## src/rtl/mem_phase_ctrl_if.sv

```systemverilog
// Data-memory port bundle shared by the phase controller (master) and the RAM (slave).
interface mem_phase_ctrl_if #(
    parameter int unsigned ADDR_W = 16
) ();
    localparam int unsigned DATA_W = 8;

    logic              mem_we;
    logic [ADDR_W-1:0] mem_addr;
    logic [DATA_W-1:0] mem_wdata;
    logic [DATA_W-1:0] mem_rdata;

    modport master (output mem_we, mem_addr, mem_wdata, input mem_rdata);
    modport slave  (input mem_we, mem_addr, mem_wdata, output mem_rdata);
endinterface

```

## src/rtl/mem_phase_ctrl.sv

```systemverilog
// Phase sequencer for the image processor: LOAD (UART -> RAM), RUN (core owns RAM),
// DUMP (RAM -> UART). Owns the single data-memory port and muxes it per phase.
module mem_phase_ctrl #(
    parameter int unsigned       ADDR_W    = 16,
    parameter logic [ADDR_W-1:0] LOAD_BASE = ADDR_W'(16'h0000),
    parameter logic [ADDR_W-1:0] LOAD_LEN  = ADDR_W'(16'd256),
    parameter logic [ADDR_W-1:0] DUMP_BASE = ADDR_W'(16'h0100),
    parameter logic [ADDR_W-1:0] DUMP_LEN  = ADDR_W'(16'd64)
) (
    input  logic              clk,
    input  logic              rst_n,
    input  logic              receive,
    input  logic              send,
    input  logic              rx_valid,
    input  logic [7:0]        rx_data,
    input  logic              tx_ready,
    output logic              tx_valid,
    output logic [7:0]        tx_data,
    output logic              cpu_en,
    input  logic              cpu_done,
    input  logic              cpu_we,
    input  logic [ADDR_W-1:0] cpu_addr,
    input  logic [7:0]        cpu_wdata,
    mem_phase_ctrl_if.master  mem,
    output logic [1:0]        phase,
    output logic              rx_LED,
    output logic              tx_LED
);
    localparam int unsigned DATA_W = 8;

    typedef enum logic [2:0] {
        S_IDLE      = 3'd0,
        S_LOAD      = 3'd1,
        S_RUN       = 3'd2,
        S_DUMP_ADDR = 3'd3,
        S_DUMP_CAP  = 3'd4,
        S_DUMP_TX   = 3'd5
    } state_t;

    state_t            state_q, state_d;
    logic [ADDR_W-1:0] count_q, count_d;
    logic              receive_q, send_q;
    logic              receive_edge, send_edge;
    logic [ADDR_W-1:0] addr_q;
    logic [DATA_W-1:0] wdata_q;
    logic [DATA_W-1:0] tx_data_d;

    // Externally visible phase code; the three dump sub-states all report DUMP.
    function automatic logic [1:0] phase_of(input state_t s);
        case (s)
            S_LOAD:                            phase_of = 2'd1;
            S_RUN:                             phase_of = 2'd2;
            S_DUMP_ADDR, S_DUMP_CAP, S_DUMP_TX: phase_of = 2'd3;
            default:                           phase_of = 2'd0;
        endcase
    endfunction

    // Rising-edge detect on the start requests.
    assign receive_edge = receive & ~receive_q;
    assign send_edge    = send & ~send_q;

    // Next-state, counter and memory-port mux; address/data hold their last value when idle.
    always_comb begin
        state_d       = state_q;
        count_d       = count_q;
        tx_data_d     = tx_data;
        mem.mem_we    = 1'b0;
        mem.mem_addr  = addr_q;
        mem.mem_wdata = wdata_q;
        case (state_q)
            S_IDLE: begin
                if (receive_edge) begin
                    state_d = S_LOAD;
                    count_d = '0;
                end else if (send_edge) begin
                    state_d = S_DUMP_ADDR;
                    count_d = '0;
                end
            end
            S_LOAD: begin
                if (rx_valid) begin
                    mem.mem_we    = 1'b1;
                    mem.mem_addr  = LOAD_BASE + count_q;
                    mem.mem_wdata = rx_data;
                    if (count_q == LOAD_LEN - ADDR_W'(1)) begin
                        state_d = S_RUN;
                        count_d = '0;
                    end else begin
                        count_d = count_q + ADDR_W'(1);
                    end
                end
            end
            S_RUN: begin
                mem.mem_we    = cpu_we;
                mem.mem_addr  = cpu_addr;
                mem.mem_wdata = cpu_wdata;
                if (cpu_done) begin
                    state_d = S_IDLE;
                end
            end
            S_DUMP_ADDR: begin
                mem.mem_addr = DUMP_BASE + count_q;
                state_d      = S_DUMP_CAP;
            end
            S_DUMP_CAP: begin
                tx_data_d = mem.mem_rdata;
                state_d   = S_DUMP_TX;
            end
            S_DUMP_TX: begin
                if (tx_valid && tx_ready) begin
                    if (count_q == DUMP_LEN - ADDR_W'(1)) begin
                        state_d = S_IDLE;
                        count_d = '0;
                    end else begin
                        state_d = S_DUMP_ADDR;
                        count_d = count_q + ADDR_W'(1);
                    end
                end
            end
            default: begin
                state_d = S_IDLE;
                count_d = '0;
            end
        endcase
    end

    // State, counter, request history and memory-port hold registers.
    always_ff @(posedge clk or negedge rst_n) begin
        if (!rst_n) begin
            state_q   <= S_IDLE;
            count_q   <= '0;
            receive_q <= 1'b0;
            send_q    <= 1'b0;
            addr_q    <= '0;
            wdata_q   <= '0;
        end else begin
            state_q   <= state_d;
            count_q   <= count_d;
            receive_q <= receive;
            send_q    <= send;
            addr_q    <= mem.mem_addr;
            wdata_q   <= mem.mem_wdata;
        end
    end

    // Registered status/handshake outputs, aligned with the state they describe.
    always_ff @(posedge clk or negedge rst_n) begin
        if (!rst_n) begin
            tx_valid <= 1'b0;
            tx_data  <= '0;
            cpu_en   <= 1'b0;
            phase    <= 2'd0;
            rx_LED   <= 1'b0;
            tx_LED   <= 1'b0;
        end else begin
            tx_valid <= (state_d == S_DUMP_TX);
            tx_data  <= tx_data_d;
            cpu_en   <= (state_d == S_RUN);
            phase    <= phase_of(state_d);
            rx_LED   <= (state_d == S_LOAD);
            tx_LED   <= (phase_of(state_d) == 2'd3);
        end
    end
endmodule

```

## src/flat_wrapper.sv

```systemverilog
// flat-port wrapper written by rule: the top's interface ports become plain ports
module mem_phase_ctrl_flat 
#(
    parameter int unsigned       ADDR_W    = 16,
    parameter logic [ADDR_W-1:0] LOAD_BASE = ADDR_W'(16'h0000),
    parameter logic [ADDR_W-1:0] LOAD_LEN  = ADDR_W'(16'd256),
    parameter logic [ADDR_W-1:0] DUMP_BASE = ADDR_W'(16'h0100),
    parameter logic [ADDR_W-1:0] DUMP_LEN  = ADDR_W'(16'd64)
)
  (clk, rst_n, receive, send, rx_valid, rx_data, tx_ready, tx_valid, tx_data, cpu_en, cpu_done, cpu_we, cpu_addr, cpu_wdata, phase, rx_LED, tx_LED, mem_mem_we, mem_mem_addr, mem_mem_wdata, mem_mem_rdata);
  mem_phase_ctrl_if #(.ADDR_W(ADDR_W)) mem_i ();
  input  logic clk;
  input  logic rst_n;
  input  logic receive;
  input  logic send;
  input  logic rx_valid;
  input  logic [7:0] rx_data;
  input  logic tx_ready;
  output logic tx_valid;
  output logic [7:0] tx_data;
  output logic cpu_en;
  input  logic cpu_done;
  input  logic cpu_we;
  input  logic [ADDR_W-1:0] cpu_addr;
  input  logic [7:0] cpu_wdata;
  output logic [1:0] phase;
  output logic rx_LED;
  output logic tx_LED;
  output wire logic [$bits(mem_i.mem_we)-1:0] mem_mem_we;
  output wire logic [$bits(mem_i.mem_addr)-1:0] mem_mem_addr;
  output wire logic [$bits(mem_i.mem_wdata)-1:0] mem_mem_wdata;
  input wire logic [$bits(mem_i.mem_rdata)-1:0] mem_mem_rdata;
  assign mem_mem_we = mem_i.mem_we;
  assign mem_mem_addr = mem_i.mem_addr;
  assign mem_mem_wdata = mem_i.mem_wdata;
  assign mem_i.mem_rdata = mem_mem_rdata;
  mem_phase_ctrl #(.ADDR_W(ADDR_W), .LOAD_BASE(LOAD_BASE), .LOAD_LEN(LOAD_LEN), .DUMP_BASE(DUMP_BASE), .DUMP_LEN(DUMP_LEN)) u_core (.clk(clk), .rst_n(rst_n), .receive(receive), .send(send), .rx_valid(rx_valid), .rx_data(rx_data), .tx_ready(tx_ready), .tx_valid(tx_valid), .tx_data(tx_data), .cpu_en(cpu_en), .cpu_done(cpu_done), .cpu_we(cpu_we), .cpu_addr(cpu_addr), .cpu_wdata(cpu_wdata), .mem(mem_i), .phase(phase), .rx_LED(rx_LED), .tx_LED(tx_LED));
endmodule
```

## config.mk

```make
export PLATFORM = sky130hd
export DESIGN_NAME = mem_phase_ctrl_flat
export DESIGN_NICKNAME = d
export VERILOG_FILES = /design/src/rtl/mem_phase_ctrl_if.sv /design/src/rtl/mem_phase_ctrl.sv /design/src/flat_wrapper.sv
export SDC_FILE = /design/constraint.sdc
export NUM_CORES = 1
export LEC_CHECK = 0
export BUFFER_PORTS_ARGS = -buffer_cell sky130_fd_sc_hd__buf_2
export CAP_MARGIN = 20
export CORE_MARGIN = 3
export CORE_UTILIZATION = 35
export DETAILED_ROUTE_END_ITERATION = 16
export GPL_TIMING_DRIVEN = 0
export PLACE_DENSITY = 0.64
export REMOVE_ABC_BUFFERS = 1
export SLEW_MARGIN = 0
export SYNTH_ARGS = -nofsm -noshare
export SYNTH_HDL_FRONTEND = slang
export SYNTH_SLANG_ARGS = --single-unit
```

## constraint.sdc

```tcl
create_clock -name clk -period 2.4 [get_ports clk]
set_input_delay 0.36 -clock clk [delete_from_list [all_inputs] [get_ports clk]]
set_output_delay 0.36 -clock clk [all_outputs]
set_load 0.005 [all_outputs]
```

Word-level counts from Yosys, hierarchy flattened --
Cells that the tools add are included.
Storage, ports and cells: flip-flop bits (word level) 59
Cells by class: add/subtract/negate cells 2, equality and inequality tests 16, multiplexer cells 22, bitwise logic cells 5, reduce and logical (&&, ||, !) cells 5
Operators with widths (count):
- 16-bit two-way mux | 7
- 16-bit case mux with 4 select lines | 1
- 16-bit case mux with 3 select lines | 1
- 3-bit two-way mux | 6
- 3-bit case mux with 6 select lines | 1
- 16-bit by 1-bit adder with 16-bit output (second input constant) | 1
- 9-bit by 16-bit adder with 16-bit output (first input constant) | 1
- 16-bit by 6-bit == test with 1-bit output (second input constant) | 1
- 16-bit by 8-bit == test with 1-bit output (second input constant) | 1
- 8-bit case mux with 2 select lines | 1
- 3-bit by 2-bit == test with 1-bit output (second input constant) | 4
- 3-bit == test (second input constant) | 4
- 8-bit two-way mux | 1
- 3-bit by 1-bit == test with 1-bit output (second input constant) | 2
- 2-bit case mux with 3 select lines | 1
- 3-bit OR reduction | 2
- 4-bit AND reduction | 1
- 3-bit logical NOT | 1
- 3-bit by 1-bit != test with 1-bit output (second input constant) | 1
- 1-bit inverter | 3
- 1-bit AND | 2
- 2-bit == test (second input constant) | 1
- 2-bit two-way mux | 1
- 2-bit by 1-bit != test with 1-bit output (second input constant) | 1
- other kinds (4) | 4

Logic depth before layout (Yosys ltp) --
depth after elaboration 9, mapped depth 8

Worst setup path after synthesis --
Ideal clock, no wire load.
path kind register -> output, start point register u_core.state_q[2], end point output mem_mem_addr[2], arrival time 1.449 ns, data required time 2.040 ns, slack 0.591 ns, stages on the path, launching flop included 7, cells stage by stage dfrtp_1 clkbuf_1 or2_1 clkbuf_1 buf_2 a222oi_1 inv_1
On the way: cells in the longest elaborated chain, start to end 2, elaborated cells between the ends (all ways) 4, those cells by class eq/ne (3); mux (1)
RTL lines:
- start: declaration | line mem_phase_ctrl.sv:40 | state_t state_q, state_d;
- start signal: assignment | line mem_phase_ctrl.sv:137 | state_q <= state_d;
- 3-bit by 2-bit == test with 1-bit output or 3-bit by 1-bit == test with 1-bit output (tied branches) | line mem_phase_ctrl.sv:70 | case (state_q)
- 16-bit case mux with 3 select lines * | line mem_phase_ctrl.sv:70
- end: declaration | line flat_wrapper.sv:30 | output wire logic [$bits(mem_i.mem_addr)-1:0] mem_mem_addr;
Mark *: on every way between the ends. The rest lies on a longest branch, timed or not.

Worst setup path after layout --
start point register u_core.state_q[2], end point output mem_mem_addr[11]
The elaborated chain is that of the path after synthesis.

==> summary.md <==
| Metric | Value |
|---|---|
| Clock network fraction of design power | `28.5%` |
| Leakage power figure | `1.91 nW` |
| Diodes inserted | `0` |
| Post-synthesis instance total | `277` |
| Number of routed nets with antenna violations | `0` |
| Largest net degree at the start of global routing | `34` |
| Count of clock tree sinks | `59` |
| Dpl hpwl | `5.41 mm` |
| Cell with the biggest individual delay on the critical path | `sky130_fd_sc_hd__dfrtp_2` |
| Number of max-slew violations in the final report | `0` |
| Pwr Density | `1020 nW/um^2` |
| Final number of hold-violating endpoints | `0` |
| Syn. warnings | `0` |
| Final period demand of the worst path | `2.27 ns` |
| End of the worst register-to-register path | `u_core.count_q[15]` |
| Post-route clock skew | `0.00918 ns` |
| Data required time at the worst endpoint | `2.04 ns` |
| Via density | `approximately 5.3` |
| Reg power frac | `37.2%` |
| Chip Width | `97.0 um` |
| DRC violation count after routing | `0` |
| DRT Pass-1 Iters | `5` |
| CP Data Arrival Time | `1.91 ns` |
| Most instantiated cells after synthesis | `sky130_fd_sc_hd__dfrtp_1, sky130_fd_sc_hd__nand2_1, sky130_fd_sc_hd__inv_1` |
| Post-synthesis cell type with the largest combined area | `sky130_fd_sc_hd__dfrtp_1` |
| Highest net fanout along the worst path | `23` |
| Most instantiated library cell after synthesis | `sky130_fd_sc_hd__dfrtp_1` |
| Yosys cell types | `56` |
| Global-route wire length before repair | `around 12 mm` |
| Crit path setup slack, layout | `~0.13 ns` |
| CP Buf/Inv Count | `2` |
| Number of core rows | `32` |
| Maximum vdd drop | `541 uV` |
| CTS tree | `yes` |
| Share of total power in combinational logic | `34.3%` |
| Cell chain of the critical path | `nand2b_1 -> nor2_2 -> buf_8 -> a222oi_1 -> o31ai_1 -> buf_2` |
| Area overhead of the layout relative to synthesis | `31.6%` |
| Routed WL | `7.52 mm` |
| Detailed-route wire length per cell | `15.7 um` |
| Fraction of registers with async set/reset | `100%` |
| Initial Utilization | `around 37%` |
| Fraction of final layout cells with drive strength greater than 1 | `39.9%` |
| Power Internal | `2.58 mW` |
| H-tree depth reported by CTS | `3` |
| Worst slew slack as a fraction of its limit | `50.2%` |
| Dominant register cell in the synthesized netlist | `sky130_fd_sc_hd__dfrtp_1` |
| Sw Share | `33.4%` |
| Critical setup path kind | `flip-flop to output port` |
| Clock-pin slew on the worst setup and hold paths | `0.07 ns` |
| Clock latency on the worst-skew pair | `0.35 ns` |
| Number of nets in the final layout | `approximately 420` |
| Total of flip-flops plus latches after synthesis | `59` |
| Final setup violation count | `0` |
| Top cell type's share of synthesized area | `between 50% and 60%` |
| Cell type group with the largest total delay on the critical path | `flip-flops` |
| Critical Path Max Stage Delay | `0.51 ns` |
| Die height | `97.0 um` |
| Antenna violations before repair | `0` |
| Biggest area contributors in the synthesized netlist | `sky130_fd_sc_hd__dfrtp_1, sky130_fd_sc_hd__nand2_1, sky130_fd_sc_hd__mux2_2, sky130_fd_sc_hd__a222oi_1, sky130_fd_sc_hd__a22oi_1` |
| Post-Syn Area | `slightly below 3000 um^2` |
| Core footprint | `7890 um^2` |
| Post-synth EDFFs | `0` |
| Num ports | `87` |
| Maximum count of clock buffers along a single path | `2` |
| Number of cells on the worst reg-to-reg path | `6` |
| Setup slack at placement | `-0.118 ns` |
| DIE AREA | `9410 um^2` |
| Master cell of the clock root buffer | `sky130_fd_sc_hd__clkbuf_8` |
| Setup crit start kind | `flip-flop` |
| Placed instance count | `455` |
| Via count | `between 2000 and 3000` |
| Setup slack, reg-to-reg | `around 0.20 ns` |
| Count of buffers from port buffering | `86` |
| Vias in the first global route | `2463` |
| Iter 0 DRT Violations | `157` |
| Final estimated routing congestion in global placement | `0.828` |
| Maximum frequency from static timing analysis | `0.440 GHz` |
| Outcome | `completed` |
| Clock buffers created by TritonCTS | `9` |
| Actual slew at the worst max-slew pin | `0.747 ns` |
| Post-synthesis area per instance | `10.5 um^2` |
| Worst Hold Class | `input pin to async pin` |
| Switching power | `around 1.3 mW` |
| MaxCap Viol Count | `0` |
| Layout Cells excl Fill | `480` |
| Critical path capture point type | `output port` |
| Launching point of the worst reg2reg path | `u_core.state_q[0]` |
| Crit share post-route | `94.7%` |
| Quantity of hold-fixing buffers added after cts | `0` |
| Total GRT Usage | `16.4%` |
| Proportion of synthesized chip area in sequential cells | `between 50% and 60%` |
| Layout fillers | `754` |
| Overall overflow remaining after global route | `0` |
==> layout by cell type, fill, tap and decap left out, types with 4 or more instances in the layout <==
master and count:
sky130_fd_sc_hd__a21oi_1 5, sky130_fd_sc_hd__a222oi_1 10, sky130_fd_sc_hd__a22oi_1 11, sky130_fd_sc_hd__and3_1 7, sky130_fd_sc_hd__buf_2 86, sky130_fd_sc_hd__buf_4 8, sky130_fd_sc_hd__clkbuf_8 10, sky130_fd_sc_hd__dfrtp_1 55
sky130_fd_sc_hd__dfrtp_2 4, sky130_fd_sc_hd__inv_1 15, sky130_fd_sc_hd__mux2_2 9, sky130_fd_sc_hd__nand2_1 34, sky130_fd_sc_hd__nand2b_1 5, sky130_fd_sc_hd__nand3_1 9, sky130_fd_sc_hd__nand4_1 7, sky130_fd_sc_hd__nor2_1 12
sky130_fd_sc_hd__o21ai_0 11, sky130_fd_sc_hd__o31ai_1 4, sky130_fd_sc_hd__xor2_1 7
==> stage by stage <==
| step | cell area, um^2 | TNS (ns) | power [mW] | utilization, % | hold WS [ns] |
|---|---|---|---|---|---|
| finish | 3810 | 0 | 3.88 | 48.4 | 0.0761 |
| global route | 3810 | -0.00152 | 4.14 | 48.4 | 0.126 |
| CTS | 3730 | -0.0256 | 3.86 | 47.3 | 0.103 |
| global placement | 3400 | -17.51 | 2.64 | 43.1 | 0.449 |
| detailed placement | 3440 | -1.08 | 2.69 | 43.6 | 0.460 |
| floorplan | 2840 | 0 | 2.17 | - | 0.0644 |
==> per-layer routing <==
metal  track usage (%)  vias up  share of wire (%)
li1                  -     1208                  -
met1              22.8     1230                 45
met2              24.2      101                 46
met3              5.98        9                7.9
met4              4.32        0                1.3
met5                 0        -                  0
==> sequential cells by signal, summed over array words and instances, names as in the netlist <==
signal            count
u_core.count_q       16
u_core.tx_valid       1
u_core.phase          2
u_core.state_q        3
u_core.tx_data        8
u_core.send_q         1
u_core.tx_LED         1
u_core.rx_LED         1
u_core.wdata_q        8
u_core.addr_q        16
u_core.cpu_en         1
u_core.receive_q      1
==> final cells by class <==
type	count	area (um^2)	share of cell area, %
multi-input combinational	190	1360	35.6
clock buffer	11	141	3.71
tap	102	128	3.35
clock inverter	5	100	2.62
sequential	59	1480	38.8
timing repair buffer	97	546	14.3
inverter	16	60.1	1.57
==> what timing repair did <==
action                                  4_1_cts  5_1_grt
setup buffers                                 2        7
endpoints found under the setup margin       34       23
gates resized for setup                      10       12
cloned                                        0        0
pin swaps                                     2        1
==> cell families (layout without fill, tap and decap cells) <==
kind of cell    Yosys count  after routing  share of synthesized area [%]
simple gates            107            107                           20.6
compound gates           61             61                           16.5
flops                    59             59                           50.9
buf+inv                  28            129                           4.01
mux                      11             11                           4.19
xor+xnor                  8              8                           2.42
fa+ha+maj                 3              3                           1.29
==> worst max-delay path by stage <==
stage | startpoint | slack (ns) | cells after the start | end
after floorplan | u_core.state_q[2] | 0.17 | 5 | mem_mem_wdata[0]
after global placement | u_core.state_q[2] | -0.71 | 6 | mem_mem_wdata[2]
after detailed placement | u_core.state_q[0] | -0.12 | 5 | u_core.count_q[13]
after CTS | u_core.state_q[2] | -0.02 | 4 | mem_mem_addr[12]
after global routing | u_core.count_q[9] | -0.002 | 7 | mem_mem_addr[14]
final | u_core.state_q[2] | 0.13 | 6 | mem_mem_addr[11]
==> power by group through the flow <==
stage	Combinational, mW	Sequential, mW	Clock [mW]
6_report	1.33	1.44	1.10
5_1_grt	1.48	1.48	1.18
4_1_cts	1.29	1.44	1.13
3_5_place_dp	1.23	1.46	0
3_3_place_gp	1.19	1.44	0
2_1_floorplan	0.743	1.43	0
Note: power is estimated with default switching activity, not from simulation.
